[config.mk]
export PLATFORM = sky130hd
export DESIGN_NAME = move_controller
export DESIGN_NICKNAME = d
export VERILOG_FILES = /design/src/rtl/move_controller.sv
export SDC_FILE = /design/constraint.sdc
export NUM_CORES = 1
export LEC_CHECK = 0
export BUFFER_PORTS_ARGS = -buffer_cell sky130_fd_sc_hd__buf_2
export CORE_MARGIN = 2
export CORE_UTILIZATION = 58
export DETAILED_ROUTE_END_ITERATION = 6
export PLACE_DENSITY = 0.93
export SETUP_SLACK_MARGIN = 0.2
export SLEW_MARGIN = 20
export SYNTH_ARGS = -nofsm -noshare
export SYNTH_HDL_FRONTEND = slang
export SYNTH_SLANG_ARGS = --single-unit
[constraint.sdc]
create_clock -name clk -period 4.1 [get_ports clk]
set_clock_uncertainty 0.2 [all_clocks]
set_input_delay 0.615 -clock clk [delete_from_list [all_inputs] [get_ports clk]]
set_output_delay 0.615 -clock clk [all_outputs]
set_load 0.03 [all_outputs]
[src/rtl/move_controller.sv]
`default_nettype none
// ============================================================================
//  Module      : move_controller
//  Description : Turn sequencer for the chess board datapath. Converts cursor
//                select/cancel pulses into board RAM reads and writes for one
//                move. Drives the shared piece validator with the current
//                player and the piece under test, and flips the player after
//                every committed move.
//                Optional feature macro: MOVE_CTRL_GAME_OVER_EN
//                (sticky game_over on capture of the opponent king).
//  Revision    : 1.0 - initial release
// ============================================================================
module move_controller #(
    parameter int ADDR_W  = 6,
    parameter int PIECE_W = 4
) (
    input  logic               clk,
    input  logic               resetn,
    input  logic               i_select,
    input  logic               i_cancel,
    input  logic [ADDR_W-1:0]  i_cursor_addr,
    output logic [ADDR_W-1:0]  o_mem_addr,
    output logic               o_mem_we,
    output logic [PIECE_W-1:0] o_mem_wdata,
    input  logic [PIECE_W-1:0] i_mem_rdata,
    output logic               o_current_player,
    output logic [PIECE_W-1:0] o_piece_read,
    input  logic               i_piece_valid,
    output logic               o_holding,
    output logic [ADDR_W-1:0]  o_src_addr,
    output logic               o_move_done,
    output logic               o_select_err,
    output logic [PIECE_W-1:0] o_captured_piece,
    output logic               o_game_over
);

    typedef enum logic [3:0] {
        S_WAIT_SRC = 4'd0,
        S_RD_SRC   = 4'd1,
        S_LAT_SRC  = 4'd2,
        S_CHK_SRC  = 4'd3,
        S_WAIT_DST = 4'd4,
        S_RD_DST   = 4'd5,
        S_LAT_DST  = 4'd6,
        S_CHK_DST  = 4'd7,
        S_WR_DST   = 4'd8,
        S_WR_SRC   = 4'd9
    } state_t;

    state_t               r_state;
    logic [ADDR_W-1:0]    r_src_addr;
    logic [ADDR_W-1:0]    r_dst_addr;
    logic [PIECE_W-1:0]   r_held_piece;
    logic [PIECE_W-1:0]   r_target_piece;
    logic [PIECE_W-1:0]   r_captured_piece;
    logic [PIECE_W-1:0]   r_piece_read;
    logic [ADDR_W-1:0]    r_mem_addr;
    logic [PIECE_W-1:0]   r_mem_wdata;
    logic                 r_mem_we;
    logic                 r_player;
    logic                 r_holding;
    logic                 r_move_done;

    logic                 w_game_over;
    logic                 w_select;
    logic                 w_cancel;

`ifdef MOVE_CTRL_GAME_OVER_EN
    localparam logic [PIECE_W-1:0] c_BLACK_KING = PIECE_W'(6);
    localparam logic [PIECE_W-1:0] c_WHITE_KING = PIECE_W'(12);

    logic r_game_over;
    logic w_king_hit;

    // White (1) wins by taking the black king, black (0) by taking the white king
    assign w_king_hit  = (r_target_piece == (r_player ? c_BLACK_KING : c_WHITE_KING));
    assign w_game_over = r_game_over;
`else
    assign w_game_over = 1'b0;
`endif

    // Once the game has ended the cursor pulses are simply swallowed
    assign w_select = i_select & ~w_game_over;
    assign w_cancel = i_cancel & ~w_game_over;

    // Move sequencer: state plus every registered output, updated together so
    // each output is valid in the same cycle as the state it belongs to
    always_ff @(posedge clk or negedge resetn) begin
        if (!resetn) begin
            r_state          <= S_WAIT_SRC;
            r_src_addr       <= '0;
            r_dst_addr       <= '0;
            r_held_piece     <= '0;
            r_target_piece   <= '0;
            r_captured_piece <= '0;
            r_piece_read     <= '0;
            r_mem_addr       <= '0;
            r_mem_wdata      <= '0;
            r_mem_we         <= 1'b0;
            r_player         <= 1'b0;
            r_holding        <= 1'b0;
            r_move_done      <= 1'b0;
`ifdef MOVE_CTRL_GAME_OVER_EN
            r_game_over      <= 1'b0;
`endif
        end else begin
            // Pulses and write strobes default low; write states re-assert them
            r_move_done <= 1'b0;
            r_mem_we    <= 1'b0;
            r_mem_wdata <= '0;

            case (r_state)
                S_WAIT_SRC: begin
                    if (w_select) begin
                        r_src_addr <= i_cursor_addr;
                        r_mem_addr <= i_cursor_addr;
                        r_state    <= S_RD_SRC;
                    end
                end

                S_RD_SRC: begin
                    r_state <= S_LAT_SRC;
                end

                S_LAT_SRC: begin
                    r_held_piece <= i_mem_rdata;
                    r_piece_read <= i_mem_rdata;
                    r_state      <= S_CHK_SRC;
                end

                S_CHK_SRC: begin
                    if (i_piece_valid) begin
                        r_holding <= 1'b1;
                        r_state   <= S_WAIT_DST;
                    end else begin
                        r_state   <= S_WAIT_SRC;
                    end
                end

                S_WAIT_DST: begin
                    if (w_cancel) begin
                        r_holding <= 1'b0;
                        r_state   <= S_WAIT_SRC;
                    end else if (w_select) begin
                        if (i_cursor_addr == r_src_addr) begin
                            r_holding <= 1'b0;
                            r_state   <= S_WAIT_SRC;
                        end else begin
                            r_dst_addr <= i_cursor_addr;
                            r_mem_addr <= i_cursor_addr;
                            r_state    <= S_RD_DST;
                        end
                    end
                end

                S_RD_DST: begin
                    r_state <= S_LAT_DST;
                end

                S_LAT_DST: begin
                    r_target_piece <= i_mem_rdata;
                    r_piece_read   <= i_mem_rdata;
                    r_state        <= S_CHK_DST;
                end

                S_CHK_DST: begin
                    if (i_piece_valid) begin
                        // Own piece on the destination: switch the held piece
                        r_src_addr   <= r_dst_addr;
                        r_held_piece <= r_target_piece;
                        r_piece_read <= r_target_piece;
                        r_mem_addr   <= r_dst_addr;
                        r_state      <= S_WAIT_DST;
                    end else begin
                        r_mem_we     <= 1'b1;
                        r_mem_addr   <= r_dst_addr;
                        r_mem_wdata  <= r_held_piece;
                        r_piece_read <= r_held_piece;
                        r_state      <= S_WR_DST;
                    end
                end

                S_WR_DST: begin
                    r_mem_we         <= 1'b1;
                    r_mem_addr       <= r_src_addr;
                    r_mem_wdata      <= '0;
                    r_move_done      <= 1'b1;
                    r_captured_piece <= r_target_piece;
                    r_state          <= S_WR_SRC;
                end

                S_WR_SRC: begin
                    r_holding <= 1'b0;
                    r_state   <= S_WAIT_SRC;
`ifdef MOVE_CTRL_GAME_OVER_EN
                    // The winning side keeps the turn; the board is frozen
                    if (w_king_hit) begin
                        r_game_over <= 1'b1;
                    end else begin
                        r_player <= ~r_player;
                    end
`else
                    r_player  <= ~r_player;
`endif
                end

                default: begin
                    r_holding  <= 1'b0;
                    r_mem_addr <= r_src_addr;
                    r_state    <= S_WAIT_SRC;
                end
            endcase
        end
    end

    // The rejection has to appear in the check cycle itself, so it is decoded
    // from the state and the combinational validator answer
    assign o_select_err = (r_state == S_CHK_SRC) && !i_piece_valid;

    assign o_mem_addr       = r_mem_addr;
    assign o_mem_we         = r_mem_we;
    assign o_mem_wdata      = r_mem_wdata;
    assign o_current_player = r_player;
    assign o_piece_read     = r_piece_read;
    assign o_holding        = r_holding;
    assign o_src_addr       = r_src_addr;
    assign o_move_done      = r_move_done;
    assign o_captured_piece = r_captured_piece;
    assign o_game_over      = w_game_over;

endmodule
`default_nettype wire

==> results summary, run 1 <==
The number of iterations in the first detailed-routing pass came out at 4. The count of buffers from port buffering came out at 43. Along the worst path, the maximum fanout reaches 22. The clock share of power came out at 12.0%. The total congestion overflow after global routing is 0.

Setup repair after global routing left no endpoint under its margin. Static timing analysis puts the maximum clock frequency at 0.3710 GHz. The setup TNS is 0 ns.

The fraction of power spent switching nets came out at ~45%. The average size of a mapped cell came out at 10.86 um2. The run finished with clean final reports. The clock transition time at the flip-flop clock pins of the worst setup and hold paths is ~0.080 ns. The data arrival time at the worst-slack endpoint came out at 2.67 ns. The worst reg2reg path depth is 4. The maximum number of pins on one net before global-route repair came out at 47. The worst endpoint required time is 4.08 ns. The combinational group share of total power is 48.1%.

The relative area change from synthesis to final layout is 13.39%. The standby leakage power came out at 1.169 nW. Among all flip-flop cells after synthesis, the most frequent one is sky130_fd_sc_hd__dfrtp_1. 45 I/O pins were placed. The area of all placed cells without fillers is between 0.002 and 0.003 mm2.

For the pin with the worst max-slew slack, the measured transition is 0.9743 ns. The non-filler instance count after layout came out at 291. After layout, the worst path uses 65.74% of the clock period. The count of nets left with antenna violations after detail routing came out at 0.

The class of the most critical hold timing path is in -> async. The fraction of final layout cells sized beyond drive strength 1 came out at roughly 28%. In the routed layout, each cell is associated on average with a via count of 5.976.

The final count of pins violating max slew came out at 0. The number of global-route vias before repair came out at 1645. Sequential cells account for around 40% of the total power. STA classifies the critical path endpoint as a flip-flop. CTS built an H-tree with a depth of 2.

The core region area came out at roughly 0.0037 mm2. The post-route core utilization came out at 68.59%. The initial antenna violation count came out at 0. The floorplan row count is 22. The total standard cell area after synthesis came out at 0.002215 mm2.

The die area came out at 0.004328 mm2. The wire length per cell came out at 16.19 um. The worst setup timing slack at the placement stage came out at 1.428 ns.

The CTS tree is yes. The highest ir drop seen on vdd is 0.4142 mV. The synthesis warning total came out at 0. For this block, the initial DRC count from the detailed router was 109. The total track usage came out at between 20% and 30%. The slack of the critical path is 1.404 ns. The cell count after synthesis is 204. After synthesis the netlist holds a flip-flop and latch count of 46. The global-route wire length before repair is ~7800 um. The final layout contains around 260 nets. The number of buffers inserted by hold repair at cts is 0. The total clock buffers created by CTS came out at 5. For this block, the via count after detailed routing is 1739. The tightest slew margin relative to the limit is about a third. In the synthesized netlist the async set-or-reset flop fraction comes to 100.0%. The critical path is of the reg -> reg type.

The cell area reported after detailed placement is 0.002435 mm2. The width of the die came out at 65.79 um. The buffers inserted during post-CTS setup optimization is 0. The clock tree buffer depth is 2.

The number of failing hold endpoints at the final stage is 0. The smallest clock period supported by the final layout is computed as 2.696 ns. The final weighted congestion of routability-driven global placement is about 0.81. The areal power density over the cells is ~850 mW/mm2. The count of flip-flops with a built-in enable after synthesis came out at 0.

The worst-case hold slack came out at 0.2733 ns. The initial utilization of the core area, before any placement, comes to 60.49%. The net load switching power is 959.8 uW.

The number of cells in the design after placement is ~280. The height of the die is ~66 um. The source-to-sink clock delay at the later pin of the worst-skew pair is 0.30 ns.

The net count after synthesis came out at around 220. The HPWL after detailed placement is 3310 um. The number of distinct library cell variants in the gate-level netlist after synthesis came out at 40. The number of max-cap violations came out at 0. The share of the yosys chip area belonging to registers is 51.98%.

The final count of negative-setup-slack endpoints came out at 0. The final-layout fill cell count came out at 287. Once the clock tree was built, the resizer swapped 0 gates to a different size. The internal power contribution came out at between 1 and 1.5 mW. The routed wire length is 4710 um. The startpoint class of the critical path is a flip-flop.

The number of inserted diodes came out at 0. The total clock sinks came out at 46. The total design power is 2.140 mW. The tree is rooted in a sky130_fd_sc_hd__clkbuf_8. For this run, design rule violations remaining after detail routing come to 0.
[cell type report]
| class | count | area (um2) | share of cell area (%) |
|---|---|---|---|
| inverters | 3 | 11.26 | 0.4484 |
| well taps | 48 | 60.06 | 2.392 |
| clock buffers | 7 | 76.32 | 3.039 |
| flip-flops and latches | 46 | 1151 | 45.84 |
| repair buffers | 44 | 222.7 | 8.869 |
| multi-input cells | 143 | 989.7 | 39.41 |
[Yosys cell counts, types with 2 or more instances]
library cell	instances	area share, %
sky130_fd_sc_hd__clkbuf_1	6	1.0
sky130_fd_sc_hd__dfrtp_1	46	52
sky130_fd_sc_hd__o211ai_1	4	1.4
sky130_fd_sc_hd__nor3_1	4	0.90
sky130_fd_sc_hd__nand2_1	11	1.9
sky130_fd_sc_hd__nor2_1	26	4.4
sky130_fd_sc_hd__a21oi_1	15	3.4
sky130_fd_sc_hd__a211oi_1	5	1.7
sky130_fd_sc_hd__a221o_1	6	2.7
sky130_fd_sc_hd__buf_4	2	0.68
sky130_fd_sc_hd__xor2_1	7	2.8
sky130_fd_sc_hd__o31ai_1	4	1.4
sky130_fd_sc_hd__and2_1	11	3.1
sky130_fd_sc_hd__o21ai_0	5	1.1
sky130_fd_sc_hd__inv_1	3	0.51
sky130_fd_sc_hd__or3_1	2	0.56
sky130_fd_sc_hd__mux2_2	14	7.1
sky130_fd_sc_hd__buf_2	2	0.45
sky130_fd_sc_hd__mux2i_1	5	2.3
sky130_fd_sc_hd__mux2_1	6	3.1
[power by group through the flow]
stage	Clock (mW)	Combinational, mW	Sequential [mW]
floorplan	0	0.619	0.986
global placement	0	0.994	0.840
detailed placement	0	1.03	0.856
CTS	0.261	1.03	0.848
global route	0.283	1.13	0.880
finish	0.257	1.03	0.854
[kinds of logic after synthesis]
| group | synth area share, % |
|---|---|
| simple gates | 14.75 |
| xor+xnor | 3.164 |
| flops | 51.98 |
| buf+inv | 3.333 |
| other cells | 0.1693 |
| compound gates | 14.18 |
| mux | 12.43 |
[sequential cells by signal, indices dropped and copies added, names as in the netlist, 4 cells and up]
name              count
o_captured_piece      4
o_mem_addr            6
o_mem_wdata           4
o_piece_read          4
o_src_addr            6
r_dst_addr            6
r_held_piece          4
r_state               4
r_target_piece        4
[routing by layer]
layer  up-vias  global-route usage, %  part of all wire, %  wire length [um]
li1        807                      -                    -                 -
met1       862                  33.41                   44              2052
met2        61                  36.87                   49              2296
met3         9                  5.622                  6.3               296
met4         0                  8.073                  1.4                65
met5         -                      0                    0                 0
[critical path, cell delays in order, from the launching register on]
cell,delay [ns]
sky130_fd_sc_hd__dfrtp_1,0.74
sky130_fd_sc_hd__or4b_4,0.56
sky130_fd_sc_hd__a211oi_2,0.33
sky130_fd_sc_hd__and2_1,0.37
sky130_fd_sc_hd__mux2_1,0.37
[worst paths after layout]
| kind | startpoint | slack (ns) | end |
|---|---|---|---|
| worst max-delay path | r_state[2] | 1.40 | r_dst_addr[0] |
| worst min-delay path | resetn | 0.27 | r_target_piece[2] |
| worst max register to register | r_state[2] | 1.40 | r_dst_addr[0] |
| worst min register to register | r_dst_addr[1] | 0.28 | r_dst_addr[1] |
| max in group asynchronous | resetn | 2.83 | r_state[3] |
| min in group clk | r_dst_addr[1] | 0.28 | r_dst_addr[1] |
[cell usage in the layout (no fill, tap or decap), types with 6 or more instances in the layout]
cell type                  n
sky130_fd_sc_hd__a221o_1   6
sky130_fd_sc_hd__and2_1   11
sky130_fd_sc_hd__nand2_1  11
sky130_fd_sc_hd__nor2_1   26
sky130_fd_sc_hd__xor2_1    7
sky130_fd_sc_hd__mux2_1    6
sky130_fd_sc_hd__a21oi_1  15
sky130_fd_sc_hd__dfrtp_1  46
sky130_fd_sc_hd__mux2_2   14
sky130_fd_sc_hd__buf_2    43
Note: power is estimated with default switching activity, not from simulation.
==> inputs of run 2 (changes only) <==
- ABC_AREA: default -> 1
- CORE_UTILIZATION: 58 -> 54
- PLACE_DENSITY: 0.93 -> 0.87
- clock period: 4.1 -> 2.7 ns (I/O delays scaled with it)
==> run 2 against run 1 <==
Compared with the run above: synthesized area rose by 3.3%; register-to-register slack lost 0.95 ns; critical path depth increased by 2; non-clock buffer count rose by 1; sequential cell count did not move; synthesized cell count grew 52%; hold slack worse by 0.11 ns; critical endpoint is now o_src_addr[2].
==> results summary, run 2 <==
The number of failing hold endpoints at the final stage came out at 0 (unchanged). The commonest non-fill, non-tap cell in the layout is sky130_fd_sc_hd__nand2_1 (was sky130_fd_sc_hd__dfrtp_1). The total design power came out at 3.220 mW (was 2.140 mW). The standby leakage power is 1.559 nW (was 1.169 nW). The clock transition time at the flip-flop clock pins of the worst setup and hold paths came out at 0.09 ns (was 0.08 ns). The compound-gate portion of the synthesized area came out at 7.162% (was 14.18%).

The reg-to-reg setup timing slack came out at 0.45 ns (was 1.40 ns). The CTS tree is yes (unchanged). The number of max-cap violations came out at 0 (unchanged). The highest ir drop seen on vdd is 0.5899 mV (was 0.4142 mV). The post-synthesis xor/xnor area fraction came out at 0.7654% (was 3.164%). The fraction of power spent switching nets came out at 46.83% (was 44.85%). The class of the most critical hold timing path is in -> reg (was in -> async). The count of pins on the block boundary came out at 45 (unchanged). The relative area change from synthesis to final layout came out at 16.62% (was 13.39%). The post-detailed-placement half-perimeter wirelength is 3943 um (was 3310 um). The final weighted congestion of routability-driven global placement is 0.8718 (was 0.8051). The total clock buffers created by CTS is 5 (unchanged). The global routing usage on met2 came out at 37.18% (was 36.87%). Unrepaired setup endpoints after global routing: no (unchanged). The most common cell in the netlist is sky130_fd_sc_hd__nand2_1 (was sky130_fd_sc_hd__dfrtp_1). The average size of a mapped cell came out at 7.382 um2 (was 10.86 um2). The primary flip-flop cell chosen by synthesis mapping is sky130_fd_sc_hd__dfrtp_1 (unchanged).

Result of the run: completed (unchanged). The worst endpoint required time came out at 2.68 ns (was 4.08 ns). The total congestion overflow after global routing is 0 (unchanged). Top cells by instance count after synthesis: sky130_fd_sc_hd__nand2_1 (123), sky130_fd_sc_hd__dfrtp_1 (46), sky130_fd_sc_hd__inv_1 (39) (was sky130_fd_sc_hd__dfrtp_1 (46), sky130_fd_sc_hd__nor2_1 (26), sky130_fd_sc_hd__a21oi_1 (15)).

The global routing usage on met1 is 33.59% (was 33.41%). Cells along the critical path: inv_2, nand4_1, o22ai_1, nand2_1, nor2_1, a21oi_1 (was or4b_4, a211oi_2, and2_1, mux2_1). The total clock sinks was 46 (unchanged). The count of flip-flops with a built-in enable after synthesis was 0 (unchanged). The initial standard-cell utilization of the core came to 56.80% (was 60.49%).

The global-route wire length before repair is 9252 um (was 7797 um). The detailed router's first-iteration violation count was 277 (was 109). The count of nets left with antenna violations after detail routing is 0 (unchanged). The worst-case hold slack is 0.1585 ns (was 0.2733 ns). The critical-path maximum fanout came out at 15 (was 22). The overall via count from detail_route is 2146 (was 1739). The remaining routing DRC violations is 0 (unchanged).

The number of global-route vias before repair is 2018 (was 1645). The cell area reported after detailed placement came out at 0.002549 mm2 (was 0.002435 mm2). The height of the die is 69.10 um (was 65.79 um). The slowest library cell on the worst path was sky130_fd_sc_hd__nand4_1 (was sky130_fd_sc_hd__dfrtp_1).

The number of nets in the final layout was 373 (was 258). The final count of negative-setup-slack endpoints came to 0 (unchanged). The setup TNS came to 0 ns (unchanged). The worst hold path begins at i_mem_rdata[2].

The dominant cell type by area after synthesis is sky130_fd_sc_hd__dfrtp_1 (unchanged). The internal power contribution is 1.712 mW (was 1.180 mW). The net count after synthesis came out at 325 (was 219).

The core region area is 0.004029 mm2 (was 0.003661 mm2). The wire length per cell is 13.32 um (was 16.19 um). The floorplan row count is 23 (was 22). The fraction of power consumed by sequential logic was 36.5% (was 39.9%).

The startpoint of the worst-slack reg-to-reg timing path is r_state[3] (was r_state[2]). Synth area leaders: sky130_fd_sc_hd__dfrtp_1 (50%), sky130_fd_sc_hd__nand2_1 (20%), sky130_fd_sc_hd__inv_1 (6.4%) (was sky130_fd_sc_hd__dfrtp_1 (52%), sky130_fd_sc_hd__mux2_2 (7.1%), sky130_fd_sc_hd__nor2_1 (4.4%)). The critical register-to-register path endpoint is o_src_addr[2] (was r_dst_addr[0]).

The routed wire length was 5446 um (was 4710 um). The met3 routing resource usage after global routing came to 5.117% (was 5.622%). The buffer and inverter count on the worst path came out at 1 (was 0). The delay of the slowest cell on the worst path came out at 0.47 ns (was 0.74 ns). The non-filler instance count after layout came to 409 (was 291). The master cell of the clock root buffer is sky130_fd_sc_hd__clkbuf_8 (unchanged). The number of cells in the design after placement came to 400 (was 284). The combinational group share of total power is 47.4% (was 48.1%). The mean number of vias per cell came out at 5.247 (was 5.976). The worst reg2reg path depth came to 6 (was 4). The critical path endpoint category is a flip-flop (unchanged).

The startpoint class of the critical path was a flip-flop (unchanged). The final critical-path share of the clock period is 83.15% (was 65.74%). The die area came to 0.004775 mm2 (was 0.004328 mm2). The transition time of the tightest slew-check pin came out at 0.5804 ns (was 0.9743 ns). The share of synthesized area spent on multiplexers came out at 0% (was 12.43%). The areal power density over the cells came out at 1207 mW/mm2 (was 852.3 mW/mm2). The total standard cell area after synthesis came to 0.002288 mm2 (was 0.002215 mm2). The area of all placed cells without fillers came to 0.002669 mm2 (was 0.002511 mm2). The number of distinct library cell variants in the gate-level netlist after synthesis came to 22 (was 40). The number of instances on the worst hold path is 3. Top library cells by usage in the layout, fill and taps aside: sky130_fd_sc_hd__nand2_1 (123), sky130_fd_sc_hd__dfrtp_1 (46), sky130_fd_sc_hd__buf_2 (43) (was sky130_fd_sc_hd__dfrtp_1 (46), sky130_fd_sc_hd__buf_2 (43), sky130_fd_sc_hd__nor2_1 (26)). The number of iterations in the first detailed-routing pass is 5 (was 4). The async set or reset register ratio after synthesis came out at 100.0% (unchanged). The data arrival time at the worst-slack endpoint came out at 2.23 ns (was 2.67 ns). The maximum achievable frequency was 0.4454 GHz (was 0.3710 GHz).

The count of state elements after synthesis is 46 (unchanged). The share of the yosys chip area belonging to registers was 50.30% (was 51.98%). The synthesis warning total is 0 (unchanged). The arithmetic-cell share of the synthesized area counting full adders, half adders and majority gates came out at 0% (unchanged). The total track usage came to 23.94% (was 23.91%). The maximum number of pins on one net before global-route repair is 34 (was 47). The fraction of final layout cells sized beyond drive strength 1 is 15.88% (was 27.57%). The post-synthesis share of cell area spent on and, or, nand and nor gates is 33.79% (was 14.75%). The tightest slew margin relative to the limit is 61.19% (was 35.05%). The clock share of power came to 16.1% (was 12.0%). The clock tree buffer depth came to 2 (unchanged). The number of inserted diodes is 0 (unchanged).

The most used routing layer is met2 (unchanged). The source-to-sink clock delay at the later pin of the worst-skew pair came out at 0.31 ns (was 0.30 ns). The largest family of logic cells by synthesized area is simple AND/OR/NAND/NOR gates (unchanged). The initial antenna violation count was 0 (unchanged). The net load switching power is 1.508 mW (was 959.8 uW). The count of buffers from port buffering was 43 (unchanged). The final count of pins violating max slew came out at 0 (unchanged). The share of the synthesized area in the top cell type came out at 50.30% (was 51.98%). The width of the die is 69.10 um (was 65.79 um). The cell count after synthesis is 310 (was 204). The cell class contributing the biggest share of worst-path delay is simple AND/OR/NAND/NOR gates (unchanged).

The count of H-tree levels built during CTS was 2 (unchanged). The worst hold path terminates at r_target_piece[2]. The post-layout minimum cycle time came to 2.245 ns (was 2.696 ns). The critical path class is reg -> reg (unchanged).
run 2: power groups by stage:
stage | combinational, mW | clock, mW | sequential, mW
floorplan | 0.839 | 0 | 1.44
global placement | 1.48 | 0 | 1.18
detailed placement | 1.52 | 0 | 1.18
CTS | 1.53 | 0.525 | 1.17
global route | 1.72 | 0.550 | 1.22
finish | 1.53 | 0.519 | 1.17
run 2: cell families after synthesis:
logic type	Yosys count
DFF	46
AOI/OAI and AO/OA	31
and+or+nand+nor	185
other	1
xor gates and xnor gates	2
buffers and inverters	45
run 2: worst min-delay path: cells and delay by family:
kind / cells / cell delay [ns]
buffers and inverters: 2 / 0.14
AOI/OAI and AO/OA: 1 / 0.07
run 2: per-layer routing:
metal  vias to the layer above  routed length (um)
met5                         -                   0
met2                        84                2433
li1                       1067                   -
met1                       984                2577
met3                        11                 337
met4                         0                  97
run 2: area by class of cell:
type | instances | area (um2)
Sequential cell | 46 | 1151
Clock buffer | 6 | 72.57
Multi-Input combinational cell | 219 | 958.4
Tap cell | 50 | 62.56
Fill cell | 346 | 1360
Inverter | 41 | 153.9
Timing Repair Buffer | 45 | 232.7
Clock inverter | 2 | 37.54
run 2: timing repair:
item | CTS | global route
gates resized for setup | 0 | 0
hold buffers | 1 | 0
setup endpoints to repair | 0 | 0
setup buffers | 0 | 0
hold endpoints to repair | 13 | 0
run 2: how the worst max path moves through the flow:
stage | from | endpoint | slack, ns | cells past startpoint
after floorplan | r_state[3] | o_select_err | 1.11 | 5
after global placement | r_state[3] | o_src_addr[1] | 0.62 | 6
after detailed placement | r_state[3] | o_src_addr[5] | 0.56 | 6
after CTS | r_state[3] | o_src_addr[2] | 0.50 | 6
after global routing | r_state[3] | o_src_addr[4] | 0.24 | 7
final | r_state[3] | o_src_addr[2] | 0.45 | 6
run 2: stage by stage:
step / util, % / worst slack (ns)
CTS: 66.24 / 0.4956
detailed placement: 63.26 / 0.5591
global route: 66.24 / 0.2363
global placement: 63.26 / 0.6161
finish: 66.24 / 0.4549
floorplan: - / 1.111
==> inputs of run 3 (changes only) <==
- CORE_UTILIZATION: 54 -> 49
- PLACE_DENSITY: 0.87 -> 0.84
- clock period: 2.7 -> 2 ns (I/O delays scaled with it)
==> run 3 against run 2 <==
Compared with the run above: sequential cell count did not move; count of clock-buffer cells in the layout did not move; critical path depth did not move.
==> results summary, run 3 (synthesized netlist as in run 2, its figures left out) <==
Result of the run: completed (unchanged). The relative area change from synthesis to final layout came to 26.57% (was 16.62%). The reg-to-reg setup timing slack came out at 0.19 ns (was 0.45 ns). The final weighted congestion of routability-driven global placement is 0.8667 (was 0.8718). The startpoint class of the critical path is a flip-flop (unchanged). The highest ir drop seen on vdd came out at 0.7724 mV (was 0.5899 mV). The overall via count from detail_route came out at 2279 (was 2146). The post-detailed-placement half-perimeter wirelength is 3910 um (was 3943 um). The core region area came out at 0.004414 mm2 (was 0.004029 mm2). The final count of pins violating max slew is 0 (unchanged). The critical-path maximum fanout came out at 6 (was 15). The routed wire length came out at 5999 um (was 5446 um). The standby leakage power is 1.653 nW (was 1.559 nW). The global-route wire length before repair is 9142 um (was 9252 um). The total design power is 4.744 mW (was 3.220 mW). The total clock sinks came out at 46 (unchanged). The final count of negative-setup-slack endpoints was 0 (unchanged). The worst min-delay path startpoint is i_mem_rdata[0] (was i_mem_rdata[2]). The master cell of the clock root buffer is sky130_fd_sc_hd__clkbuf_8 (unchanged).

The wire length per cell came out at 14.02 um (was 13.32 um). The number of nets in the final layout is 390 (was 373). Unrepaired setup endpoints after global routing: yes (was no). The total clock buffers created by CTS was 5 (unchanged). The number of failing hold endpoints at the final stage came out at 0 (unchanged). The critical register-to-register path endpoint was o_src_addr[3] (was o_src_addr[2]). The fraction of final layout cells sized beyond drive strength 1 is 24.73% (was 15.88%). The clock tree buffer depth came out at 2 (unchanged). The commonest non-fill, non-tap cell in the layout was sky130_fd_sc_hd__nand2_1 (unchanged). The count of nets left with antenna violations after detail routing is 0 (unchanged). The initial antenna violation count came out at 0 (unchanged). The number of max-cap violations is 0 (unchanged). The number of iterations in the first detailed-routing pass is 6 (was 5).

The CTS tree is yes (unchanged). The number of instances on the worst hold path is 3 (unchanged). The remaining routing DRC violations is 0 (unchanged).

The worst endpoint required time is 1.99 ns (was 2.68 ns). The area occupied by registers came out at 0.001155 mm2 (was 0.001151 mm2). The slowest library cell on the worst path is sky130_fd_sc_hd__dfrtp_2 (was sky130_fd_sc_hd__nand4_1). The mean number of vias per cell came out at 5.325 (was 5.247).

The final-layout fill cell count is 366 (was 346). The worst reg2reg path depth came out at 6 (unchanged). The areal power density over the cells came out at 1638 mW/mm2 (was 1207 mW/mm2). The number of inserted diodes is 0 (unchanged). The count of pins on the block boundary is 45 (unchanged). The initial standard-cell utilization of the core was 51.84% (was 56.80%). The count of buffers from port buffering came out at 43 (unchanged). The height of the die came out at 72.34 um (was 69.10 um). The class of the most critical hold timing path is in -> reg (unchanged). The area used by multi-input combinational logic is 0.001039 mm2 (was 958.4 um2). Cells along the critical path: nor2_2, nand2_1, o22ai_2, nand2_2, nor2_1, a21oi_1 (was inv_2, nand4_1, o22ai_1, nand2_1, nor2_1, a21oi_1). The critical path class is reg -> reg (unchanged). The count of H-tree levels built during CTS is 2 (unchanged).

The source-to-sink clock delay at the later pin of the worst-skew pair is 0.31 ns (about the same). The final critical-path share of the clock period was 90.62% (was 83.15%). The maximum number of pins on one net before global-route repair came out at 28 (was 34).

The total track usage is 22.40% (was 23.94%). The clock transition time at the flip-flop clock pins of the worst setup and hold paths came to 0.09 ns (about the same). The maximum achievable frequency came out at 0.5517 GHz (was 0.4454 GHz). The number of global-route vias before repair is 2116 (was 2018). The critical path endpoint category is a flip-flop (unchanged). The die area came out at 0.005233 mm2 (was 0.004775 mm2).

The width of the die is 72.34 um (was 69.10 um). The detailed router's first-iteration violation count is 216 (was 277). The total congestion overflow after global routing was 0 (unchanged). The post-layout minimum cycle time came to 1.812 ns (was 2.245 ns).

The data arrival time at the worst-slack endpoint came out at 1.80 ns (was 2.23 ns). The end point of the most critical hold path is r_target_piece[0] (was r_target_piece[2]). The delay of the slowest cell on the worst path came out at 0.48 ns (was 0.47 ns).

Top library cells by usage in the layout, fill and taps aside: sky130_fd_sc_hd__nand2_1 (119), sky130_fd_sc_hd__dfrtp_1 (43), sky130_fd_sc_hd__buf_2 (42) (was sky130_fd_sc_hd__nand2_1 (123), sky130_fd_sc_hd__dfrtp_1 (46), sky130_fd_sc_hd__buf_2 (43)). The setup TNS came out at 0 ns (unchanged). The floorplan row count is 24 (was 23). The startpoint of the worst-slack reg-to-reg timing path is r_state[1] (was r_state[3]).
-- run 3: how the worst max path moves through the flow --
stage                             start              end  slack, ns  depth (start not counted)
after floorplan           o_src_addr[0]    r_dst_addr[0]       0.41                         10
after global placement       r_state[0]    o_src_addr[1]       0.17                          6
after detailed placement     r_state[3]  o_piece_read[3]       0.17                          8
after CTS                    r_state[1]     o_select_err       0.19                          5
after global routing         r_state[1]    o_src_addr[0]       0.11                          6
final                        r_state[1]    o_src_addr[3]       0.19                          6
-- run 3: repair_timing --
| action | in CTS | in global routing |
|---|---|---|
| pin swaps | 2 | 3 |
| setup endpoints to repair | 15 | 30 |
| endpoints found under the hold margin | 19 | 0 |
| gates cloned | 0 | 1 |
| gates resized for setup | 6 | 23 |
| setup buffers | 7 | 4 |
| hold buffers | 1 | 0 |
-- run 3: per-stage QoR --
| step | setup slack, ns | instance area [um2] | instances | hold slack [ns] | util, % |
|---|---|---|---|---|---|
| global route | 0.1148 | 2897 | 428 | 0.06299 | 65.62 |
| floorplan | 0.4119 | 2288 | 310 | -0.1956 | - |
| finish | 0.1876 | 2897 | 428 | 0.05647 | 65.62 |
| global placement | 0.1724 | 2601 | 407 | 0.08428 | 58.93 |
| detailed placement | 0.1724 | 2601 | 407 | 0.09735 | 58.93 |
| CTS | 0.1870 | 2791 | 423 | 0.03616 | 63.24 |
-- run 3: metal layers --
layer	vias to the layer above	wire [um]	global-route usage [%]
li1	1103	-	-
met1	1053	2614	29.16
met2	108	2785	37.51
met3	15	455	4.861
met4	0	144	6.709
met5	-	0	0
-- run 3: report_power, final --
part / internal, mW / switching [mW] / leakage [nW] / total (mW)
Sequential: 1.32 / 0.307 / 0.574 / 1.62
Combinational: 0.838 / 1.58 / 1.03 / 2.42
Clock: 0.373 / 0.326 / 0.0514 / 0.699
-- run 3: area by class of cell --
| type | instances | share of cell area (%) |
|---|---|---|
| inverters | 41 | 5.400 |
| flip-flops and latches | 46 | 39.87 |
| clock inverters | 2 | 1.296 |
| clock buffers | 6 | 2.505 |
| repair buffers | 61 | 12.83 |
| multi-input cells | 220 | 35.85 |
| well taps | 52 | 2.246 |
-- run 3: worst max-delay path, delay by kind of cell (launching register included) --
kind,cells,cell delay (ns)
AO/OA/AOI/OAI,2,0.36
flip-flops,1,0.48
AND/OR/NAND/NOR,4,0.66
